**config.mk**
```make
export PLATFORM = sky130hd
export DESIGN_NAME = ssemi_cic_interpolator
export DESIGN_NICKNAME = d
export VERILOG_FILES = /design/src/rtl/ssemi_cic_interpolator.sv
export SDC_FILE = /design/constraint.sdc
export NUM_CORES = 1
export LEC_CHECK = 0
export ABC_AREA = 1
export CAP_MARGIN = 40
export CORE_MARGIN = 8
export CORE_UTILIZATION = 60
export CTS_BUF_LIST = sky130_fd_sc_hd__clkbuf_8
export DETAILED_ROUTE_END_ITERATION = 10
export GPL_TIMING_DRIVEN = 0
export PLACE_DENSITY = 0.77
export SETUP_SLACK_MARGIN = 0.2
export SLEW_MARGIN = 20
export SYNTH_ARGS = -nofsm -noshare
export SYNTH_HDL_FRONTEND = slang
export SYNTH_SLANG_ARGS = --single-unit
```
**constraint.sdc**
```tcl
create_clock -name i_clk -period 10.1 [get_ports i_clk]
set_input_delay 2.02 -clock i_clk [delete_from_list [all_inputs] [get_ports i_clk]]
set_output_delay 2.02 -clock i_clk [all_outputs]
set_load 0.01 [all_outputs]
```
**src/rtl/ssemi_cic_interpolator.sv**
```systemverilog
// rtl/ssemi_cic_interpolator.sv - CIC interpolator: comb, zero-stuff by R, integrate, normalise, saturate
// Optional build macro: SSEMI_CIC_INTERP_ROUND_EN (round half up before the normalising shift)
module ssemi_cic_interpolator #(
  parameter int CIC_STAGES         = 4,
  parameter int DIFFERENTIAL_DELAY = 1,
  parameter int INTERP_FACTOR      = 32,
  parameter int INPUT_DATA_WIDTH   = 24,
  parameter int OUTPUT_DATA_WIDTH  = 16
) (
  input  logic                                i_clk,
  input  logic                                i_rst,
  input  logic                                i_enable,
  input  logic                                i_valid,
  output logic                                o_ready,
  input  logic signed [INPUT_DATA_WIDTH-1:0]  i_data,
  output logic signed [OUTPUT_DATA_WIDTH-1:0] o_data,
  output logic                                o_valid,
  input  logic                                i_ready,
  input  logic                                i_clear_status,
  output logic                                o_underrun,
  output logic                                o_overflow,
  output logic                                o_busy,
  output logic [1:0]                          o_state
);

  localparam int N      = CIC_STAGES;
  localparam int M      = DIFFERENTIAL_DELAY;
  localparam int R      = INTERP_FACTOR;
  localparam int IW     = INPUT_DATA_WIDTH;
  localparam int OW     = OUTPUT_DATA_WIDTH;
  localparam int GROWTH = N * $clog2(R * M);
  localparam int AW     = IW + GROWTH;
  localparam int SHIFT  = GROWTH - $clog2(R) + IW - OW;
  localparam int PW     = $clog2(R);

  localparam logic [1:0] ST_IDLE    = 2'b00;
  localparam logic [1:0] ST_RUN     = 2'b01;
  localparam logic [1:0] ST_STARVED = 2'b10;

  localparam logic signed [AW:0] SAT_MAX = {{(AW + 2 - OW){1'b0}}, {(OW - 1){1'b1}}};
  localparam logic signed [AW:0] SAT_MIN = {{(AW + 2 - OW){1'b1}}, {(OW - 1){1'b0}}};

  logic signed [AW-1:0] r_dly   [0:N-1][0:M-1];
  logic signed [AW-1:0] r_integ [0:N-1];
  logic signed [AW-1:0] r_hold;
  logic                 r_hold_full;
  logic [PW-1:0]        r_phase;
  logic signed [OW-1:0] r_data;
  logic                 r_valid;
  logic [1:0]           r_state;
  logic                 r_underrun;
  logic                 r_overflow;

  logic                 w_ready;
  logic                 w_accept;
  logic                 w_step;
  logic                 w_consume;
  logic                 w_starve;
  logic signed [AW-1:0] w_integ_in;
  logic signed [AW-1:0] w_comb_in [0:N-1];
  logic signed [AW-1:0] w_comb_out;
  logic signed [AW:0]   w_tail;
  logic signed [AW:0]   w_biased;
  logic signed [AW:0]   w_shifted;
  logic                 w_hi;
  logic                 w_lo;
  logic                 w_clamp;
  logic signed [OW-1:0] w_sat_data;

  // Reset is folded in so the port reads not-ready during the reset cycle itself.
  assign w_ready    = i_enable && !r_hold_full && !i_rst;
  assign w_accept   = i_valid && w_ready;
  assign w_step     = i_enable && (!r_valid || i_ready) && ((r_phase != '0) || r_hold_full);
  assign w_consume  = w_step && (r_phase == '0);
  assign w_starve   = i_enable && (r_state == ST_RUN) && (r_phase == '0) && !r_hold_full;
  assign w_integ_in = w_consume ? r_hold : '0;

  always_comb begin : p_comb_chain
    logic signed [AW-1:0] v_acc;
    v_acc = {{(AW - IW){i_data[IW-1]}}, i_data};
    for (int k = 0; k < N; k++) begin
      w_comb_in[k] = v_acc;
      v_acc        = v_acc - r_dly[k][M-1];
    end
    w_comb_out = v_acc;
  end

  assign w_tail = {r_integ[N-1][AW-1], r_integ[N-1]};

`ifdef SSEMI_CIC_INTERP_ROUND_EN
  localparam int             RSH     = (SHIFT > 0) ? SHIFT - 1 : 0;
  localparam logic [AW:0]    ROUND_K = (SHIFT > 0) ? ((AW + 1)'(1) << RSH) : '0;
  assign w_biased = w_tail + $signed(ROUND_K);
`else
  assign w_biased = w_tail;
`endif

  assign w_shifted  = w_biased >>> SHIFT;
  assign w_hi       = w_shifted > SAT_MAX;
  assign w_lo       = w_shifted < SAT_MIN;
  assign w_clamp    = w_hi || w_lo;
  assign w_sat_data = w_hi ? {1'b0, {(OW - 1){1'b1}}} :
                      w_lo ? {1'b1, {(OW - 1){1'b0}}} : w_shifted[OW-1:0];

  always_ff @(posedge i_clk) begin
    if (i_rst || !i_enable) begin
      for (int k = 0; k < N; k++) begin
        r_integ[k] <= '0;
        for (int j = 0; j < M; j++) begin
          r_dly[k][j] <= '0;
        end
      end
      r_hold      <= '0;
      r_hold_full <= 1'b0;
      r_phase     <= '0;
      r_data      <= '0;
      r_valid     <= 1'b0;
      r_state     <= ST_IDLE;
    end else begin
      if (w_accept) begin
        r_hold      <= w_comb_out;
        r_hold_full <= 1'b1;
        for (int k = 0; k < N; k++) begin
          r_dly[k][0] <= w_comb_in[k];
          for (int j = 1; j < M; j++) begin
            r_dly[k][j] <= r_dly[k][j-1];
          end
        end
      end else if (w_consume) begin
        r_hold_full <= 1'b0;
      end

      // Nonblocking updates give each integrator its predecessor's pre-step value.
      if (w_step) begin
        r_integ[0] <= r_integ[0] + w_integ_in;
        for (int k = 1; k < N; k++) begin
          r_integ[k] <= r_integ[k] + r_integ[k-1];
        end
        r_data  <= w_sat_data;
        r_valid <= 1'b1;
        r_phase <= r_phase + PW'(1);
      end else if (i_ready) begin
        r_valid <= 1'b0;
      end

      case (r_state)
        ST_IDLE:    if (r_hold_full) r_state <= ST_RUN;
        ST_RUN:     if (w_starve)    r_state <= ST_STARVED;
        ST_STARVED: if (r_hold_full) r_state <= ST_RUN;
        default:                     r_state <= ST_IDLE;
      endcase
    end
  end

  // Sticky flags survive the enable flush; only reset or an explicit clear drops them.
  always_ff @(posedge i_clk) begin
    if (i_rst || i_clear_status) begin
      r_underrun <= 1'b0;
      r_overflow <= 1'b0;
    end else begin
      if (w_starve)          r_underrun <= 1'b1;
      if (w_step && w_clamp) r_overflow <= 1'b1;
    end
  end

  assign o_ready    = w_ready;
  assign o_data     = r_data;
  assign o_valid    = r_valid;
  assign o_underrun = r_underrun;
  assign o_overflow = r_overflow;
  assign o_busy     = (r_state == ST_RUN);
  assign o_state    = r_state;

endmodule

```
; Yosys cells after proc, flatten, opt, wreduce, memory -nomap -nowiden
; Memory sizes are Yosys's and may differ from the RTL's.
; Cells that the tools add are included.
[word_totals]
reg_bits = 71
latchBits = 0
mem_bits_rw = 352
romBits = 0
input_bits = 30
output_inout_bits = 23
elab_cells = 85
memories = 2
[classes]
addsub = 9
mul = 0
n_div = 0
magnitude_cmp = 2
eq_ne = 4
shift = 0
n_mux = 26
bitwise = 8
reduce_logical = 26
[mem_list]
columns = memory, depth, word_bits, read_ports, rd_clocked_by_memory_dff, write_ports, line_no
row1 = r_dly, 4, 44, 4, 0, 4, 43  ; logic signed [AW-1:0] r_dly [0:N-1][0:M-1];
row2 = r_integ, 4, 44, 4, 0, 4, 44  ; logic signed [AW-1:0] r_integ [0:N-1];
[ops]
columns = cell, count
row1 = $mux W44, 9
row2 = $add A44 B44 Y44, 4
row3 = $sub A44 B44 Y44, 3
row4 = $sub A24 B44 Y44, 1
row5 = $mux W16, 2
row6 = $gt A21 B16 Y1 const B, 1
row7 = $lt A21 B16 Y1 const B, 1
row8 = $mux W1, 12
row9 = $logic_and A1 B1 Y1, 10
row10 = $or A1 B1 Y1, 8
row11 = $add A5 B1 Y5 const B, 1
row12 = $logic_not A5 Y1, 1
row13 = $logic_or A1 B1 Y1, 5
row14 = $reduce_bool A5 Y1, 1
row15 = $logic_not A1 Y1, 4
row16 = $mux W2, 2
row17 = $ne A2 B1 Y1 const B, 2
row18 = $pmux W2 S2, 1
row19 = $reduce_bool A2 Y1, 2
row20 = $eq A2 B1 Y1 const B, 1
row21 = $eq A2 B2 Y1 const B, 1
row22 = $logic_not A2 Y1, 1
row23 = $reduce_and A2 Y1, 1
row24 = $reduce_or A2 Y1, 1

; Logic depth before layout (Yosys ltp)
; Gate-level depths: netlist of run 1.
[logic_depth]
ltp_word = 8
ltp_mapped = 55
depth_no_buf = 54

; Worst setup path before layout of run 1
; OpenSTA, ideal clock, no wires.
[synth_timing]
path_type = input to register
startpoint = input port i_data[0]
endpoint = register r_hold[43]
setup_time_ns = 0.113
t_arrival_ns = 7.872
t_required_ns = 9.987
slack_ns = 2.114
cell_stages = 50
n_path_buf = 0
cell_sequence = inv_1 ha_1 inv_1 fa_1 nand3_1 nand2_1 nand2_1 nand2_1 a21oi_2 o21ai_2 nand2_1 nand2_2 a21boi_2 o21ai_1 xor2_1 inv_1 ha_1 a21oi_1 [14 not listed] o221ai_1 a21oi_1 o21ai_1 or2_1 nand2_1 inv_1 ha_1 inv_1 nor3_1 nand2_1 nor4_1 nand2_1 nand4_1 nand2_1 inv_1 nand3_1 nand3_1 nand2_1
[synth_rtl]
columns = item, line_no
row1 = from (decl), 15  ; input logic signed [INPUT_DATA_WIDTH-1:0] i_data,
row2 = to (signal assigned), 121  ; r_hold <= w_comb_out;
row3 = to (decl), 45  ; logic signed [AW-1:0] r_hold;

==> flow_summary.yaml, run 1 <==
run_status:
  status: "finished clean"
timing:
  slew_headroom_pct: 40.37
  fin_worst_skew_ns: 0.03393
  hold_violations: 0
  tns_ns: 0
  finalCritPeriodShare_pct: 92.91
  holdWs_ns: 0.4498
  min_period_ns: 9.384
  slew_violations: 0
  rsz0062_at_grt: "no"
  setup_viol: 0
  worst_slew_pin_slew_ns: 0.8863
  fmax_mhz: 106.6
synthesis:
  syn_nets: 5197
  async_flop_share_pct: 0
  synth_edf_count: 332
  ys_top_cells_by_area: "edfxtp_1 29%, ha_1 12%, inv_1 9.2%, a21oi_1 8.0%, nand2_1 7.9%"
  synth_top_area_share_pct: 28.54
  ys_seq_area_share_pct: 32.61
  ys_ff_latch: 403
  synth-main-ff-cell: "edfxtp_1"
  synth_top_area_cell: "edfxtp_1"
  syn_inst: 4832
  ys_warn_count: 0
  avgSynthCellArea_sq_um: 7.228
  post_synth_num_cell_types: 63
  syn_area_sq_um: 34930
finish:
  drive_above_1_share_pct: 5.241
  multi_input_area_sq_um: 20000
  post-route-util_pct: 66.28
  ff_latch_area_sq_um: 11390
  final_common_cell: "inv_1"
  mostFrequentLayoutCells: "879 x inv_1, 733 x nand2_1, 659 x nor2_1"
  nets: 5339
  final_area_sq_um: 38170
  n_fill_cell: 5204
  area_growth_pct: 9.286
detailed_routing:
  routedWlPerCell_um: 18.22
  finalWirelength_mm: 105.7
  ant_nets: 0
  viasPerCell: 5.631
  drtIter0Drc: 2029
  dr.pass1.iters: 6
  vias: 32690
  drc_errors: 0
cts:
  cts_buffer_depth: 3
  cts.sinks: 403
  cts.repair.resized: 0
  cts_buffers: 77
  path_clk_slew_ns: 0.06
  post-cts-setup-buffer-count: 0
  hold_buffers: 0
  clockRootBuffer: "clkbuf_8"
  htreeDepth: 3
  clock_latency_ns: 0.69
  cts_tree: "done"
setup_path:
  cpPeakStageDelay_ns: 0.41
  cp.required_ns: 10.67
  cp_common_cell: "nand2_1"
  path_class: "input port to flop"
  critPathMaxFanout: 4
  crit_arrival_ns: 9.96
  rr_worst_depth: 45
  path_buf_inv: 8
  crit_path_end_kind: "flop"
  cp.depth: 47
  critPathLaunchType: "input port"
  cp_slowest_cell: "clkdlybuf4s50_1"
  critPathTopFamily: "simple AND/OR/NAND/NOR gates"
die:
  num_rows: 88
  dieArea_sq_um: 66190
  ioPinCount: 53
  die_h_um: 257.3
  dieWidth_um: 257.3
  core_area_sq_um: 57590
  start_util_pct: 60.65
global_route:
  gr-total-overflow: 0
  grt_pass1_vias: 32770
  grt_start_max_net_pins: 101
  grt_pass1_wl_mm: 163.3
  antenna_found_initial: 2
  grt_usage_pct: 30.88
job:
  maxCapViolations: 0
pwr:
  p_leak_uw: 0.01772
  totalPowerFinal_uw: 10860
  p_per_area_nw_per_um2: 284.4
  ir_drop_mv: 0.2349
place:
  placed_area_sq_um: 36580
  port_buffers: 52
  globalplace.congestion: 0.9781
  hpwl_mm: 85.49
hold_path:
  whs_path_depth: 2
  hold_class: "flop to flop"
-- cells by family (layout without fill, tap and decap cells) --
logic type               Yosys count  count (layout)  share of synthesized area [%]
other                              0               3                              0
buffers and inverters            941            1146                          10.20
AND/OR/NAND/NOR                 1734            1734                          20.70
adder cells (fa/ha/maj)          335             335                          12.17
flip-flops                       403             403                          32.61
XOR/XNOR                         128             128                          3.253
AO/OA/AOI/OAI                   1291            1291                          21.06
-- per-stage QoR --
stage / setup slack (ns) / instances
6_report: 0.7159 / 5805
5_1_grt: 0.2691 / 5804
4_1_cts: 0.8919 / 5800
3_5_place_dp: 0.2434 / 5658
3_3_place_gp: 0.2103 / 5649
2_1_floorplan: 2.114 / 4832
-- worst reg2reg max path, delay by kind of cell, from the launching register on --
kind                       cells  cell delay [ns]
DFF                            1             0.32
buffers and inverters          6             0.39
and+or+nand+nor               19             2.51
adders and majority gates      5             1.56
xor gates and xnor gates       3             0.76
AOI/OAI and AO/OA             12             2.22
-- synth_stat cells (8+ instances only) --
library cell,number
o21bai_1,27
edfxtp_1,332
clkbuf_1,52
ha_1,327
nor3_1,53
o31ai_1,21
nand3_1,159
nor2_1,659
o21ai_1,51
nand4_1,26
o21bai_2,8
a31oi_1,68
fa_1,8
nand3b_1,8
o21ai_0,356
dfxtp_1,71
a21oi_1,556
nor4_1,17
inv_1,859
nor2_2,11
xnor2_1,22
nand2_1,734
a21o_1,55
inv_2,14
nand2_2,17
buf_2,10
a21oi_2,27
o21a_1,61
xor2_1,104
and3_1,11
-- report_power, final --
group          leakage, uW  switching, uW  internal, uW
clock network     0.000892            769           909
logic               0.0125           4750          2380
registers          0.00430           73.1          1980
-- layout make-up --
class,instances,share of cell area (%)
diodes,3,0.01967
flip-flops and latches,403,29.84
plain buffers,66,0.7244
clock buffers,89,3.209
well taps,765,2.508
repair buffers,63,1.800
clock inverters,53,0.8818
multi-input cells,3488,52.39
inverters,875,8.625
-- path summary, 6_finish.rpt --
path,from,end,slack [ns]
setup / recovery,i_data[0],r_hold[36]$_SDFFE_PP0P_,0.72
hold / removal,o_underrun$_SDFFE_PP0P_,o_underrun$_SDFFE_PP0P_,0.45
setup reg to reg,r_dly[0][0]$_SDFFCE_PN0P_,r_hold[36]$_SDFFE_PP0P_,2.24
hold reg to reg,o_underrun$_SDFFE_PP0P_,o_underrun$_SDFFE_PP0P_,0.45
-- sequential cells by signal (all words and copies together) (netlist names) --
signal and cells:
r_hold 44, o_valid 1, r_hold_full 1, o_state 2, o_underrun 1, r_integ 176
o_data 16, o_overflow 1, r_dly 156, r_phase 5
-- metal layers --
layer | up-vias | wire [um] | global-route usage, %
met3 | 382 | 3933 | 3.768
met1 | 14850 | 37170 | 28.85
li1 | 16580 | - | -
met2 | 883 | 55510 | 60.30
met5 | - | 0 | 0
met4 | 0 | 9123 | 23.30
(Power assumes the default switching activity.)
==> run 2: changes to the inputs <==
--- a/config.mk
+++ b/config.mk
@@ -9,10 +9,11 @@
 export CAP_MARGIN = 40
 export CORE_MARGIN = 8
 export CORE_UTILIZATION = 60
-export CTS_BUF_LIST = sky130_fd_sc_hd__clkbuf_8
+export CTS_BUF_LIST = sky130_fd_sc_hd__clkbuf_16
 export DETAILED_ROUTE_END_ITERATION = 10
 export GPL_TIMING_DRIVEN = 0
 export PLACE_DENSITY = 0.77
+export RECOVER_POWER = 100
 export SETUP_SLACK_MARGIN = 0.2
 export SLEW_MARGIN = 20
 export SYNTH_ARGS = -nofsm -noshare
==> flow_summary.yaml, run 2 (same netlist as run 1, synthesis figures left out) <==
run_status:
  status: "finished with violations"
  violations: "max-capacitance violations, max-slew violations"
timing:
  hold_violations: 0
  tns_ns: 0
  min_period_ns: 9.523
  fin_worst_skew_ns: 0.01789
  worst_slew_pin_slew_ns: 3.132
  setup_viol: 0
  finalCritPeriodShare_pct: 94.28
  rsz0062_at_grt: "no"
  slew_violations: 319
  fmax_mhz: 105.0
  holdWs_ns: 0.4480
  slew_headroom_pct: -108.8
cts:
  cts_tree: "done"
  path_clk_slew_ns: 0.06
  cts.repair.resized: 0
  htreeDepth: 2
  cts_buffers: 48
  cts_buffer_depth: 3
  clock_latency_ns: 0.62
  post-cts-setup-buffer-count: 0
  cts.sinks: 403
  hold_buffers: 0
  clockRootBuffer: "clkbuf_16"
detailed_routing:
  routedWlPerCell_um: 18.38
  drc_errors: 0
  drtIter0Drc: 1970
  finalWirelength_mm: 105.7
  viasPerCell: 5.660
  vias: 32550
  dr.pass1.iters: 6
  ant_nets: 0
die:
  num_rows: 88
  ioPinCount: 53
  core_area_sq_um: 57590
  dieWidth_um: 257.3
  dieArea_sq_um: 66190
  start_util_pct: 60.65
  die_h_um: 257.3
finish:
  reg.largest.list: "r_integ (176), r_dly (156), r_hold (44)"
  antenna_cells: 0
  drive_above_1_share_pct: 3.671
  mostFrequentLayoutCells: "871 x inv_1, 736 x nand2_1, 661 x nor2_1"
  n_fill_cell: 5223
  post-route-util_pct: 65.74
  final_common_cell: "inv_1"
  nets: 5310
  largest_reg_flops: 176
  regMostFlops: "r_integ"
  stdcell_count: 5750
  area_growth_pct: 8.397
global_route:
  antenna_found_initial: 0
  grt_usage_pct: 30.88
  gr-total-overflow: 0
  grt_pass1_wl_mm: 163.4
  grt_start_max_net_pins: 101
  grt_pass1_vias: 32520
setup_path:
  cp_slowest_cell: "clkdlybuf4s50_1"
  crit_path_end_kind: "flop"
  cpPeakStageDelay_ns: 0.41
  critPathMaxFanout: 4
  crit_arrival_ns: 10.03
  cp_common_cell: "nand2_1"
  path_class: "input port to flop"
  critPathLaunchType: "input port"
  cp.required_ns: 10.60
job:
  maxCapViolations: 5
place:
  globalplace.congestion: 0.9781
  dp.cells: 5658
  port_buffers: 52
  hpwl_mm: 85.49
hold_path:
  hold_class: "flop to flop"
pwr:
  ir_drop_mv: 0.2266
  p_per_area_nw_per_um2: 285.2
  p_leak_uw: 0.01757
  totalPowerFinal_uw: 10800
run 2: area by class of cell:
class                   count  area [sq um]  area share [%]
clock buffers              50          1251           3.305
clock inverters            40         236.5          0.6246
inverters                 875          3286           8.679
repair buffers             63         566.8           1.497
well taps                 765         957.2           2.528
plain buffers              66         269.0          0.7106
flip-flops and latches    403         11390           30.09
multi-input cells        3488         19900           52.57
run 2: stage by stage:
stage	area (sq um)	setup slack (ns)
after floorplan	34930	2.114
after detailed placement	36580	0.2434
after global placement	36400	0.2103
after global routing	37860	0.1138
final	37860	0.5775
after CTS	38060	0.7921
run 2: path summary, 6_finish.rpt:
check	start	cells past startpoint	slack, ns	end
worst min-delay path	o_underrun$_SDFFE_PP0P_	2	0.45	o_underrun$_SDFFE_PP0P_
worst min register to register	o_underrun$_SDFFE_PP0P_	2	0.45	o_underrun$_SDFFE_PP0P_
worst max register to register	r_dly[0][0]$_SDFFCE_PN0P_	45	2.16	r_hold[36]$_SDFFE_PP0P_
worst max-delay path	i_data[0]	47	0.58	r_hold[36]$_SDFFE_PP0P_
run 2: report_power, final:
| group | internal (uW) | switching, uW | total [uW] |
|---|---|---|---|
| Combinational | 2340 | 4710 | 7050 |
| Clock | 943 | 743 | 1690 |
| Sequential | 1990 | 73.1 | 2060 |
run 2: critical path, delay by kind of cell:
kind / cells / cell delay [ns]
buffers and inverters: 8 / 0.87
adder cells (fa/ha/maj): 5 / 1.57
AND/OR/NAND/NOR: 19 / 2.51
AO/OA/AOI/OAI: 12 / 2.26
XOR/XNOR: 3 / 0.77
run 2: per-layer routing:
layer | wire [um] | up-vias | track usage, %
met1 | 37140 | 14810 | 29.28
met4 | 9194 | 0 | 23.00
met2 | 55380 | 869 | 60.34
met5 | 0 | - | 0
li1 | - | 16500 | -
met3 | 3982 | 374 | 3.220
